===== config.mk =====
export PLATFORM = sky130hd
export DESIGN_NAME = serial_compare_driver
export DESIGN_NICKNAME = d
export VERILOG_FILES = /design/src/rtl/serial_cmp_pkg.sv /design/src/rtl/serial_piso.sv /design/src/rtl/serial_compare_driver.sv
export SDC_FILE = /design/constraint.sdc
export NUM_CORES = 1
export LEC_CHECK = 0
export ABC_AREA = 1
export CAP_MARGIN = 20
export CORE_MARGIN = 4
export CORE_UTILIZATION = 43
export CTS_CLUSTER_DIAMETER = 60
export DETAILED_ROUTE_END_ITERATION = 10
export GPL_TIMING_DRIVEN = 1
export PLACE_DENSITY = 0.7
export SYNTH_ARGS = -nofsm -noshare
export SYNTH_HDL_FRONTEND = slang
export SYNTH_SLANG_ARGS = --single-unit

===== constraint.sdc =====
create_clock -name clk -period 1.7 [get_ports clk]
set_clock_uncertainty 0.05 [all_clocks]
set_input_delay 0.255 -clock clk [delete_from_list [all_inputs] [get_ports clk]]
set_output_delay 0.255 -clock clk [all_outputs]
set_load 0.1 [all_outputs]

===== src/rtl/serial_cmp_pkg.sv =====
// Shared types and limits for the serial comparator driver and its shift registers.
package serial_cmp_pkg;

    localparam int unsigned WIDTH_MAX = 32;
    localparam int unsigned STATE_W   = 3;

    typedef enum logic [STATE_W-1:0] {
        ST_IDLE   = 3'd0,
        ST_CLEAR  = 3'd1,
        ST_SHIFT  = 3'd2,
        ST_SETTLE = 3'd3,
        ST_RESULT = 3'd4
    } state_t;

endpackage


===== src/rtl/serial_piso.sv =====
// Parallel-load, MSB-first shift register; msb always presents the next bit to send.
module serial_piso
    import serial_cmp_pkg::*;
#(
    parameter int unsigned WIDTH = 4
) (
    input  logic             clk,
    input  logic             reset,
    input  logic             load,
    input  logic             shift,
    input  logic [WIDTH-1:0] din,
    output logic             msb
);

    logic [WIDTH-1:0] data;

    // load has priority so a fresh operand is never mixed with a partial shift
    always_ff @(posedge clk or posedge reset) begin
        if (reset) begin
            data <= '0;
        end else if (load) begin
            data <= din;
        end else if (shift) begin
            data <= data << 1;
        end
    end

    assign msb = data[WIDTH-1];

endmodule


===== src/rtl/serial_compare_driver.sv =====
// Feeds two operands MSB-first into a serial magnitude comparator and returns its flags
// through a valid/ready result port.
module serial_compare_driver
    import serial_cmp_pkg::*;
#(
    parameter int unsigned WIDTH = 4
) (
    input  logic             clk,
    input  logic             reset,
    input  logic             in_valid,
    output logic             in_ready,
    input  logic [WIDTH-1:0] op_a,
    input  logic [WIDTH-1:0] op_b,
    output logic             ser_a,
    output logic             ser_b,
    output logic             cmp_reset_bar,
    input  logic             cmp_gd,
    input  logic             cmp_ed,
    input  logic             cmp_ld,
    output logic             res_valid,
    input  logic             res_ready,
    output logic             res_gt,
    output logic             res_eq,
    output logic             res_lt,
    output logic             busy
);

    localparam int unsigned CNT_W = $clog2(WIDTH) + 1;

    state_t           state;
    logic [CNT_W-1:0] cnt;
    logic             accept;
    logic             shift_en;
    logic             msb_a;
    logic             msb_b;

    assign in_ready = (state == ST_IDLE);
    assign busy     = (state != ST_IDLE);
    assign accept   = in_valid && (state == ST_IDLE);
    // CLEAR already pops the first bit so SHIFT starts with the MSB on the wire
    assign shift_en = (state == ST_CLEAR) || ((state == ST_SHIFT) && (cnt != '0));

    serial_piso #(.WIDTH(WIDTH)) u_piso_a (
        .clk   (clk),
        .reset (reset),
        .load  (accept),
        .shift (shift_en),
        .din   (op_a),
        .msb   (msb_a)
    );

    serial_piso #(.WIDTH(WIDTH)) u_piso_b (
        .clk   (clk),
        .reset (reset),
        .load  (accept),
        .shift (shift_en),
        .din   (op_b),
        .msb   (msb_b)
    );

    always_ff @(posedge clk or posedge reset) begin
        if (reset) begin
            state         <= ST_IDLE;
            cnt           <= '0;
            ser_a         <= 1'b0;
            ser_b         <= 1'b0;
            cmp_reset_bar <= 1'b0;
            res_valid     <= 1'b0;
            res_gt        <= 1'b0;
            res_eq        <= 1'b0;
            res_lt        <= 1'b0;
        end else begin
            case (state)
                ST_IDLE: begin
                    cmp_reset_bar <= 1'b1;
                    if (in_valid) begin
                        cnt           <= CNT_W'(WIDTH - 1);
                        cmp_reset_bar <= 1'b0;
                        ser_a         <= 1'b0;
                        ser_b         <= 1'b0;
                        state         <= ST_CLEAR;
                    end
                end
                ST_CLEAR: begin
                    cmp_reset_bar <= 1'b1;
                    ser_a         <= msb_a;
                    ser_b         <= msb_b;
                    state         <= ST_SHIFT;
                end
                ST_SHIFT: begin
                    if (cnt == '0) begin
                        ser_a <= 1'b0;
                        ser_b <= 1'b0;
                        state <= ST_SETTLE;
                    end else begin
                        ser_a <= msb_a;
                        ser_b <= msb_b;
                        cnt   <= cnt - CNT_W'(1);
                    end
                end
                ST_SETTLE: begin
                    res_gt    <= cmp_gd;
                    res_eq    <= cmp_ed;
                    res_lt    <= cmp_ld;
                    res_valid <= 1'b1;
                    state     <= ST_RESULT;
                end
                ST_RESULT: begin
                    if (res_ready) begin
                        res_valid <= 1'b0;
                        state     <= ST_IDLE;
                    end
                end
                default: begin
                    state <= ST_IDLE;
                end
            endcase
        end
    end

endmodule


==> results of run 1 <==
-- path summary, 6_finish.rpt --
check	startpoint	endpoint	slack, ns	cells past startpoint
worst min register to register	u_piso_a.data[3]	ser_a	0.45	2
min in group clk	u_piso_a.data[3]	ser_a	0.45	2
max in group asynchronous	reset	state[2]	1.15	3
worst max register to register	state[2]	cnt[1]	0.17	7
worst min-delay path	reset	res_valid	0.22	3
worst max-delay path	state[2]	busy	0.08	5
-- kinds of logic after synthesis --
kind of cell / after synthesis
AO/OA/AOI/OAI: 5
adder cells (fa/ha/maj): 2
buffers and inverters: 16
flip-flops: 21
AND/OR/NAND/NOR: 87
-- through the flow --
stage	hold WS, ns	util, %	setup TNS [ns]	instances	worst slack (ns)
finish	0.222	63.6	0	186	0.0752
CTS	0.228	63.2	0	185	0.0311
floorplan	0.182	-	-0.464	131	-0.464
detailed placement	0.429	61.7	0	180	0.228
global placement	0.418	61.7	0	180	0.235
global route	0.248	63.6	0	186	0.0165
-- registers in the layout (all words and copies together), names as in the netlist, 3 cells and up --
register,cells
u_piso_a.data,4
state,3
cnt,3
u_piso_b.data,4
-- worst max-delay path, cell delays in order (launching register included) --
cell,delay [ns]
dfrtp_2,0.46
nor2_4,0.13
inv_2,0.06
nor2_4,0.15
inv_2,0.06
buf_12,0.16
-- routing by layer --
metal / vias up / part of all wire (%) / routed length (um) / track usage (%)
met5: - / 0 / 0 / 0
met4: 0 / 0.90 / 21 / 6.62
met3: 4 / 4.8 / 112 / 2.45
met2: 20 / 51 / 1180 / 26.8
met1: 424 / 43 / 1010 / 17.9
li1: 480 / - / - / -
-- synthesized netlist by cell type --
cell,n
nor2_4,1
nand2_1,49
dfrtp_1,21
nand3_2,2
o21ai_0,5
inv_4,1
nand4_1,13
nand3_4,1
ha_1,2
clkbuf_2,1
nand3b_1,1
nor2_1,10
inv_1,9
nor3_1,1
inv_2,1
nand2_2,2
buf_6,4
nand3_1,7
-- placed cells by master, fill, tap and decap left out, drive strengths merged --
master         netlist  layout
buf                  4      14
clkbuf               1       3
clkdlybuf4s50        0      14
clkinv               0       1
dfrtp               21      21
ha                   2       2
inv                 11      11
nand2               51      51
nand3               10      10
nand3b               1       1
nand4               13      13
nor2                11      11
nor3                 1       1
o21ai                5       5
-- cell type report --
cell class	instances	area share (%)
Clock buffer	3	1.54
Clock inverter	1	0.343
Inverter	11	3.00
Multi-Input combinational cell	94	32.1
Sequential cell	21	36.1
Tap cell	28	2.40
Timing Repair Buffer	28	24.5
-- timing repair --
| item | in CTS | in global routing |
|---|---|---|
| gates resized for setup | 0 | 3 |
| buffers inserted | 1 | 1 |
| pin swaps | 1 | 1 |
| endpoints found under the setup margin | 2 | 1 |
==> impl_metrics.py, run 1 <==
metrics = {
    "cells_and_area": {
        "post-route-cell-area_mm2": 0.00146,
        "areaGrowthSynthToFinish_pct": 35.1,
        "multi_input_area_um2": 469,
        "nNetsFinal": 176,
        "layout.area.seq_um2": 527,
        "antenna_cells": 0,
        "drive_gt1_share_pct": 19.0,
        "fillers": 200,
    },
    "timing": {
        "period_share_pct": 95.6,
        "fmax_ghz": 0.615,
        "slew_violations": 0,
        "fin_crit_ns": 1.62,
        "finalHoldViolCount": 0,
        "setup_viol": 0,
        "relSlewSlack_pct": 70.9,
        "rsz0062_at_grt": "false",
        "worst_slew_pin_slew_ns": 0.436,
    },
    "global_routing": {
        "grt_pass1_vias": 980,
        "gr-total-overflow": 0,
        "grt_first_pass_wirelength_mm": 4.03,
        "grtUsageTotal_pct": 15.1,
        "grt_start_max_net_pins": 22,
        "antenna_found_initial": 0,
    },
    "route": {
        "drtPass1Iterations": 4,
        "vias": 928,
        "first_iter_violations": 12,
        "ant_nets": 0,
        "wire_per_inst_um": 12.5,
        "drt_wl_total_mm": 2.33,
        "drc_errors": 0,
        "via_per_inst": 4.99,
    },
    "worst_setup_path": {
        "critPathArrivalTime_ns": 1.32,
        "end_kind": "output pin",
        "critPathMaxFanout": 4,
        "required_ns": 1.39,
        "setup.worst_path.start_class": "flop",
        "crit_type": "flop to output pin",
    },
    "run_status": {
        "status": "finished, final reports clean",
    },
    "synthesis": {
        "yosys_warnings": 0,
        "synthXorXnorAreaFrac_pct": 0,
        "synth-seq-area-share_pct": 48.6,
        "syn-num-nets": 148,
        "synth_compound_area_share_pct": 2.31,
        "synth.area.top_cells": "dfrtp_1, nand2_1, nand4_1",
        "synth.top_cell.area_share_pct": 48.6,
        "synth_top_family_by_area": "simple AND/OR/NAND/NOR gates",
        "synth_fa_ha_area_share_pct": 2.31,
        "netlist_area_mm2": 0.00108,
        "ys_types": 18,
        "synthCells": 131,
        "yosys.area.top_type": "dfrtp_1",
        "synth-simple-area-share_pct": 38.1,
        "synth-seq-cells": 21,
        "synth_mux_area_share_pct": 0,
        "avgSynthCellArea_um2": 8.25,
    },
    "die": {
        "dieArea_mm2": 0.00338,
        "ios": 24,
        "die_y_um": 58.1,
        "rows": 17,
        "core_mm2": 0.00230,
        "die_w_um": 58.1,
        "initial_core_util_pct": 47.1,
    },
    "placement": {
        "globalplace.congestion": 0.779,
        "port_buffers": 23,
        "placed_cell_area_mm2": 0.00142,
        "dp_hpwl_mm": 1.75,
    },
    "clock_network": {
        "cts-buffers-inserted": 3,
        "h-tree-depth": 1,
        "clk_pin_slew_ns": 0.12,
        "hold_buffers": 0,
        "cts_tree": "yes",
        "cts-root-buf": "clkbuf_4",
        "clock_latency_ns": 0.30,
        "clock_path_buffers": 2,
        "numClockSinks": 21,
    },
    "run": {
        "maxCapViolCount": 0,
    },
    "hold_path": {
        "hp-class": "primary input to asynchronous set/reset pin",
    },
}
Power of run 1 is left out: the tool's default activity adds up to more than one toggle a clock period on the data nets, which glitch-free logic cannot reach.
==> run 2: changes to the inputs <==
Settings changed: CELL_PAD_IN_SITES_DETAIL_PLACEMENT set to 0, CELL_PAD_IN_SITES_GLOBAL_PLACEMENT set to 1, CORE_UTILIZATION 43 to 36, PLACE_DENSITY 0.7 to unset, PLACE_DENSITY_LB_ADDON set to 0.1.
==> impl_metrics.py, run 2 (synthesis gave the netlist of run 1 again) <==
metrics = {
    "die": {
        "core_mm2": 0.00281,
        "die_y_um": 62.8,
        "ios": 24,
        "initial_core_util_pct": 38.5,
        "die_w_um": 62.8,
        "rows": 19,
        "dieArea_mm2": 0.00394,
    },
    "clock_network": {
        "clk_pin_slew_ns": 0.12,
        "cts_tree": "yes",
        "hold_buffers": 0,
        "h-tree-depth": 1,
        "cts-buffers-inserted": 3,
        "clock_path_buffers": 2,
        "cts-root-buf": "clkbuf_4",
        "clock_latency_ns": 0.30,
        "numClockSinks": 21,
    },
    "placement": {
        "dp_hpwl_mm": 1.81,
        "globalplace.congestion": 0.807,
        "placed_cell_area_mm2": 0.00143,
        "placed_cells": 184,
        "port_buffers": 23,
    },
    "worst_setup_path": {
        "setup.worst_path.start_class": "flop",
        "r2r-start": "state[2]",
        "end_kind": "output pin",
        "cp_cell_sequence": "nor2_4 -> inv_2 -> nor2_4 -> inv_2 -> buf_12",
        "r2r_slack_ns": 0.18,
        "worstReg2RegEnd": "u_piso_a.data[1]",
        "crit_type": "flop to output pin",
        "r2r_cells": 8,
        "crit_path_top_delay_cell": "dfrtp_2",
        "critPathMaxFanout": 3,
        "required_ns": 1.39,
        "critPathMaxStageDelay_ns": 0.45,
        "critPathArrivalTime_ns": 1.30,
    },
    "cells_and_area": {
        "final_util_pct": 53.0,
        "antenna_cells": 0,
        "drive_gt1_share_pct": 20.5,
        "final_common_cell": "nand2_1",
        "instances_no_fill": 192,
        "nNetsFinal": 179,
        "areaGrowthSynthToFinish_pct": 37.5,
        "post-route-cell-area_mm2": 0.00149,
        "largest_registers": "u_piso_a.data: 4 flops, u_piso_b.data: 4 flops",
        "final_cell_mix": "nand2_1, dfrtp_1, clkdlybuf4s50_1, nand4_1",
    },
    "route": {
        "drtPass1Iterations": 4,
        "drc_errors": 0,
        "via_per_inst": 4.79,
        "drt_wl_total_mm": 2.44,
        "first_iter_violations": 44,
        "wire_per_inst_um": 12.7,
        "ant_nets": 0,
        "vias": 920,
    },
    "timing": {
        "rsz0062_at_grt": "false",
        "slew_violations": 0,
        "fin_crit_ns": 1.61,
        "relSlewSlack_pct": 81.5,
        "finalHoldViolCount": 0,
        "worst_slew_pin_slew_ns": 0.275,
        "period_share_pct": 94.5,
        "setup_viol": 0,
        "fmax_ghz": 0.623,
    },
    "global_routing": {
        "gr-total-overflow": 0,
        "grt_start_max_net_pins": 22,
        "grt_pass1_vias": 950,
        "grt_first_pass_wirelength_mm": 4.49,
        "antenna_found_initial": 0,
        "grtUsageTotal_pct": 14.0,
    },
    "run": {
        "maxCapViolCount": 0,
    },
    "run_status": {
        "status": "finished, final reports clean",
    },
    "hold_path": {
        "hp-class": "primary input to asynchronous set/reset pin",
    },
}
## run 2: cell types whose count changed in the layout (fill, tap and decap cells not counted)
cell and change:
buf_4 +3, clkbuf_1 +1, clkinv_2 -1, dfrtp_1 -1, dfrtp_2 +1
## run 2: routing by layer
layer  global-route usage [%]  wire length, um
met5                        0                0
met1                     19.4             1190
met2                     21.7             1120
met4                     2.48               13
met3                     4.50              107
## run 2: through the flow
stage / setup TNS (ns) / worst slack, ns / hold WS, ns
floorplan: -0.464 / -0.464 / 0.182
CTS: 0 / 0.0219 / 0.234
global placement: 0 / 0.235 / 0.432
finish: 0 / 0.0940 / 0.228
global route: 0 / 0.0158 / 0.268
detailed placement: 0 / 0.207 / 0.421
## run 2: what timing repair did
action	4_1_cts	5_1_grt
resized for setup	1	3
pin swaps	1	1
setup buffers	1	3
endpoints found under the setup margin	2	2
## run 2: cell type report
type                       count  area [um2]
fill                         270        1320
sequential                    21         528
multi-input combinational     94         469
timing repair buffer          31         380
inverter                      11        43.8
tap                           31        38.8
clock buffer                   4        26.3
## run 2: how the worst max path moves through the flow
stage	slack (ns)	from	endpoint
after floorplan	-0.46	state[0]	busy
after global placement	0.24	state[0]	u_piso_a.data[1]
after detailed placement	0.21	in_valid	u_piso_a.data[1]
after CTS	0.02	state[1]	busy
after global routing	0.02	state[2]	busy
final	0.09	state[2]	busy
## run 2: critical path: cells and delay by family, from the launching register on
kind	cells	cell delay (ns)
buf+inv	3	0.28
flops	1	0.45
simple gates	2	0.26
Power of run 2 is left out for the same reason.
==> RTL change 1, RTL diff (flow settings as in run 1) <==
Make the reset (`reset`) synchronous in 2 clocked blocks.
--- a/src/rtl/serial_piso.sv
+++ b/src/rtl/serial_piso.sv
@@ -15,7 +15,7 @@
     logic [WIDTH-1:0] data;
 
     // load has priority so a fresh operand is never mixed with a partial shift
-    always_ff @(posedge clk or posedge reset) begin
+    always_ff @(posedge clk) begin
         if (reset) begin
             data <= '0;
         end else if (load) begin
--- a/src/rtl/serial_compare_driver.sv
+++ b/src/rtl/serial_compare_driver.sv
@@ -58,7 +58,7 @@
         .msb   (msb_b)
     );
 
-    always_ff @(posedge clk or posedge reset) begin
+    always_ff @(posedge clk) begin
         if (reset) begin
             state         <= ST_IDLE;
             cnt           <= '0;
Check against the original RTL: differs if reset is asserted again (counterexample within 4 cycles, from zero or initial values and one cycle with reset high); with reset held inactive, the same outputs for 10 cycles.
==> RTL change 1 against run 1 <==
Die area fell by 6.9%; final area shrank 2.7%; setup slack gained 37 ps; synthesized area down 8.0%; fmax rose by 2.3%; critical path depth is 1 lower; sequential cell count stayed put; wire length decreased by 0.56%; largest cell class is now multi-input gates.
==> RTL change 1: results (changes against run 1) <==
Parameter                              Value

Status
  Status ... complete, no violations (unchanged)

Detailed routing
  Met1 wire length ... 918 µm (was 1.01 mm)
  Via count ... 955 (was 928)
  Initial drt markers ... 15 (was 12)
  Met3 wirelength from detailed routing ... 141 µm (was 112 µm)

Final layout
  Number of filler cells placed in the layout ... 193 (was 200)
  Final std cells w/o fill ... 193 (was 186)
  Antenna Cells ... 0 (unchanged)
  Fraction of layout cells with a size suffix above 1 ... 18.2% (was 19.0%)
  Nets ... 183 (was 176)

Synth
  Synth Area in Adders ... 2.52% (was 2.31%)
  Library cells used by synthesis ... 20 (was 18)
  Largest cells by area after synthesis ... sky130_fd_sc_hd__dfxtp_1, sky130_fd_sc_hd__nand2_1, sky130_fd_sc_hd__a21oi_1 (was sky130_fd_sc_hd__dfrtp_1, sky130_fd_sc_hd__nand2_1, sky130_fd_sc_hd__nand4_1)
  Async S/R FF share, synth ... 0% (was 100%)
  Complex-gate fraction of the synthesized area ... 13.1% (was 2.31%)
  Most used flip-flop cell after synthesis ... sky130_fd_sc_hd__dfxtp_1 (was sky130_fd_sc_hd__dfrtp_1)
  Mapped Avg Cell Area ... 7.42 µm² (was 8.25 µm²)
  Net count of the mapped netlist ... 151 (was 148)

Placed design
  Cell area after placement ... 1380 µm² (was 1420 µm²)
  Worst Setup Slack post-DPL ... 225 ps (was 228 ps)
  Detailed Place HPWL ... 1.85 mm (was 1.75 mm)

Critical path
  CP max stage delay ... 540 ps (was 460 ps)
  CP arrival ... 1280 ps (was 1320 ps)
  Slowest stage cell, crit path ... sky130_fd_sc_hd__dfxtp_1 (was sky130_fd_sc_hd__dfrtp_2)
  Maximum fanout encountered on the critical timing path ... 5 (was 4)

Global routing
  Overall fraction of global-route tracks in use ... 15.4% (was 15.1%)
  GRT met2 Usage ... 27.5% (was 26.8%)
  Met1 demand-to-capacity share in global routing ... 17.2% (was 17.9%)
  Global-route wire length before repair ... 3.93 mm (was 4.03 mm)
  Antenna violations before repair ... 0 (unchanged)
  Global-route track usage on met3 ... 3.25% (was 2.45%)

Clock network
  Setup fix buffers added after clock tree synthesis ... 0 (was 1)
  Clock tree root buffer cell ... sky130_fd_sc_hd__clkbuf_4 (unchanged)

Timing
  Slew HR ... 77.8% (was 70.9%)

Worst hold path
  HP Class ... reg -> reg (was in -> async)
## RTL change 1: cell count changes after synthesis, sizes merged
cell,run 1,this run
o21bai,0,2
nand2,51,36
inv,11,18
nand3b,1,0
o21a,0,2
nand3,10,8
dfrtp,21,0
dfxtp,0,21
a21oi,0,13
nand4,13,5
buf,4,0
nor2,11,18
o21ai,5,7
## RTL change 1: kinds of logic (layout without fill, tap and decap cells)
family,Yosys count,count (layout)
AOI/OAI and AO/OA,24,24
adders and majority gates,2,2
buffers and inverters,19,50
DFF,21,21
and+or+nand+nor,68,68
## RTL change 1: worst register-to-register path: stages (launching register included)
cell	delay (ps)
sky130_fd_sc_hd__dfxtp_1	540
sky130_fd_sc_hd__nor2_8	80
sky130_fd_sc_hd__buf_4	160
sky130_fd_sc_hd__nand3_4	120
sky130_fd_sc_hd__nand2_1	130
sky130_fd_sc_hd__o21ai_0	180
sky130_fd_sc_hd__nor2_1	50
## RTL change 1: cell type report
class | count | area, µm² | share of cell area, %
multi-input cells | 94 | 508 | 35.7
flip-flops and latches | 21 | 420 | 29.6
repair buffers | 28 | 358 | 25.2
inverters | 18 | 73.8 | 5.19
well taps | 28 | 35.0 | 2.46
clock buffers | 4 | 26.3 | 1.85
## RTL change 1: power by group through the flow
stage	Clock [µW]	Sequential (µW)	Combinational, µW
3_5_place_dp	0	603	657
6_report	239	592	664
3_3_place_gp	0	602	643
2_1_floorplan	0	677	365
4_1_cts	244	592	659
5_1_grt	282	598	713
## RTL change 1: worst paths after layout
kind	cells after the start	slack (ps)	to
worst max-delay path	4	110	in_ready
worst max register to register	6	300	cnt[0]
worst min-delay path	2	440	ser_a
worst min register to register	2	440	ser_a
==> RTL change 2, RTL diff (settings of run 1) <==
Made on the original files. `WIDTH` is set to 4 in 2 places; all go to 8.
--- a/src/rtl/serial_piso.sv
+++ b/src/rtl/serial_piso.sv
@@ -2,7 +2,7 @@
 module serial_piso
     import serial_cmp_pkg::*;
 #(
-    parameter int unsigned WIDTH = 4
+    parameter int unsigned WIDTH = 8
 ) (
     input  logic             clk,
     input  logic             reset,
--- a/src/rtl/serial_compare_driver.sv
+++ b/src/rtl/serial_compare_driver.sv
@@ -3,7 +3,7 @@
 module serial_compare_driver
     import serial_cmp_pkg::*;
 #(
-    parameter int unsigned WIDTH = 4
+    parameter int unsigned WIDTH = 8
 ) (
     input  logic             clk,
     input  logic             reset,
Ports: changed (resized op_a and op_b); port bits go from 24 to 32. No check against the original RTL was run, so the function may have changed too.
==> RTL change 2 against run 1 <==
Global-route usage rose by 2.4 points; critical path depth stayed put; non-clock buffer count increased by 14; sequential cell count is 9 higher; setup slack worse by 27 ps; cell count up 51%; utilization shrank 0.39 points; final area rose by 49%; wire length is 61% higher; die area is 39% higher; synthesized area is 46% higher; largest cell class unchanged; highest routed layer unchanged.
==> RTL change 2: results (changes against run 1) <==
Parameter                              Value

Global routing
  Global-route track usage on met3 ... 4.05% (was 2.45%)
  GRT met2 Usage ... 25.4% (was 26.8%)
  Overall fraction of global-route tracks in use ... 17.5% (was 15.1%)
  Global-route wire length before repair ... 6.03 mm (was 4.03 mm)
  Largest net degree at the start of global routing ... 31 (was 22)
  Met1 demand-to-capacity share in global routing ... 24.7% (was 17.9%)

Detailed routing
  Met1 wire length ... 1.66 mm (was 1.01 mm)
  Via count ... 1,473 (was 928)
  Met3 wirelength from detailed routing ... 271 µm (was 112 µm)
  Initial drt markers ... 126 (was 12)
  Met2 routed WL ... 1.75 mm (was 1.18 mm)
  Via density per instance ... 5.24 (was 4.99)
  Post-detailed-routing wire length ... 3.75 mm (was 2.33 mm)

Synth
  Share of synthesized area occupied by flip-flops and latches ... 47.6% (was 48.6%)
  Synth cell count leaders ... sky130_fd_sc_hd__nand2_1, sky130_fd_sc_hd__dfrtp_1, sky130_fd_sc_hd__nand4_1 (unchanged)
  Net count of the mapped netlist ... 221 (was 148)

Placed design
  Detailed Place HPWL ... 2.57 mm (was 1.75 mm)
  Placed Cells ... 272 (was 180)
  Port Buf Inserts ... 31 (was 23)
  Cell area after placement ... 2060 µm² (was 1420 µm²)
  Worst Setup Slack post-DPL ... 173 ps (was 228 ps)
  GPL Wtd Cong ... 0.781 (was 0.779)

Final layout
  Nets ... 258 (was 176)
  Number of filler cells placed in the layout ... 305 (was 200)
  Largest registers ranked by flip-flop count ... u_piso_a.data x8, u_piso_b.data x8, cnt x4 (was u_piso_a.data x4, u_piso_b.data x4)
  Fraction of layout cells with a size suffix above 1 ... 20.0% (was 19.0%)

Timing
  Slew HR ... 74.1% (was 70.9%)
  Highest attainable clock frequency ... 606 MHz (was 615 MHz)
  Final Hold Slack ... 302 ps (was 222 ps)

Clock network
  H-tree lvl count ... 2 (was 1)
  Clock tree root buffer cell ... sky130_fd_sc_hd__clkbuf_8 (was sky130_fd_sc_hd__clkbuf_4)
  Setup fix buffers added after clock tree synthesis ... 0 (was 1)
  Clock-pin transition on the worst setup and hold timing paths ... 60 ps (was 120 ps)

Critical path
  Critical path capture point ... in_ready (was busy)
  First element of the critical path ... state[1] (was state[2])
  Reg-to-Reg End ... u_piso_b.data[7] (was cnt[1])
  CP arrival ... 1350 ps (was 1320 ps)
  Maximum fanout encountered on the critical timing path ... 7 (was 4)
  CP top delay family ... buffers and inverters (was flip-flops)

Status
  Status ... complete, no violations (unchanged)
-- RTL change 2: changes by cell type in the layout (fill, tap and decap cells not counted), moves of 4 or more --
cell / change
sky130_fd_sc_hd__clkbuf_8: +6
sky130_fd_sc_hd__dfrtp_1: +9
sky130_fd_sc_hd__buf_4: +4
sky130_fd_sc_hd__nand2_1: +30
sky130_fd_sc_hd__nand4_1: +16
sky130_fd_sc_hd__clkdlybuf4s50_1: +8
-- RTL change 2: final cells by class --
type,instances,area (µm²),share of cell area [%]
inverters,12,51.3,2.36
flip-flops and latches,30,752,34.6
clock inverters,1,5.00,0.230
multi-input cells,143,714,32.9
clock buffers,7,86.3,3.97
repair buffers,42,508,23.4
well taps,46,57.6,2.65
-- RTL change 2: logic make-up after synthesis --
family / count (synthesis) / synth area share, %
fa+ha+maj: 1 / 0.794
buf+inv: 24 / 8.09
compound gates: 5 / 1.59
simple gates: 134 / 39.8
mux: 3 / 2.14
flops: 30 / 47.6
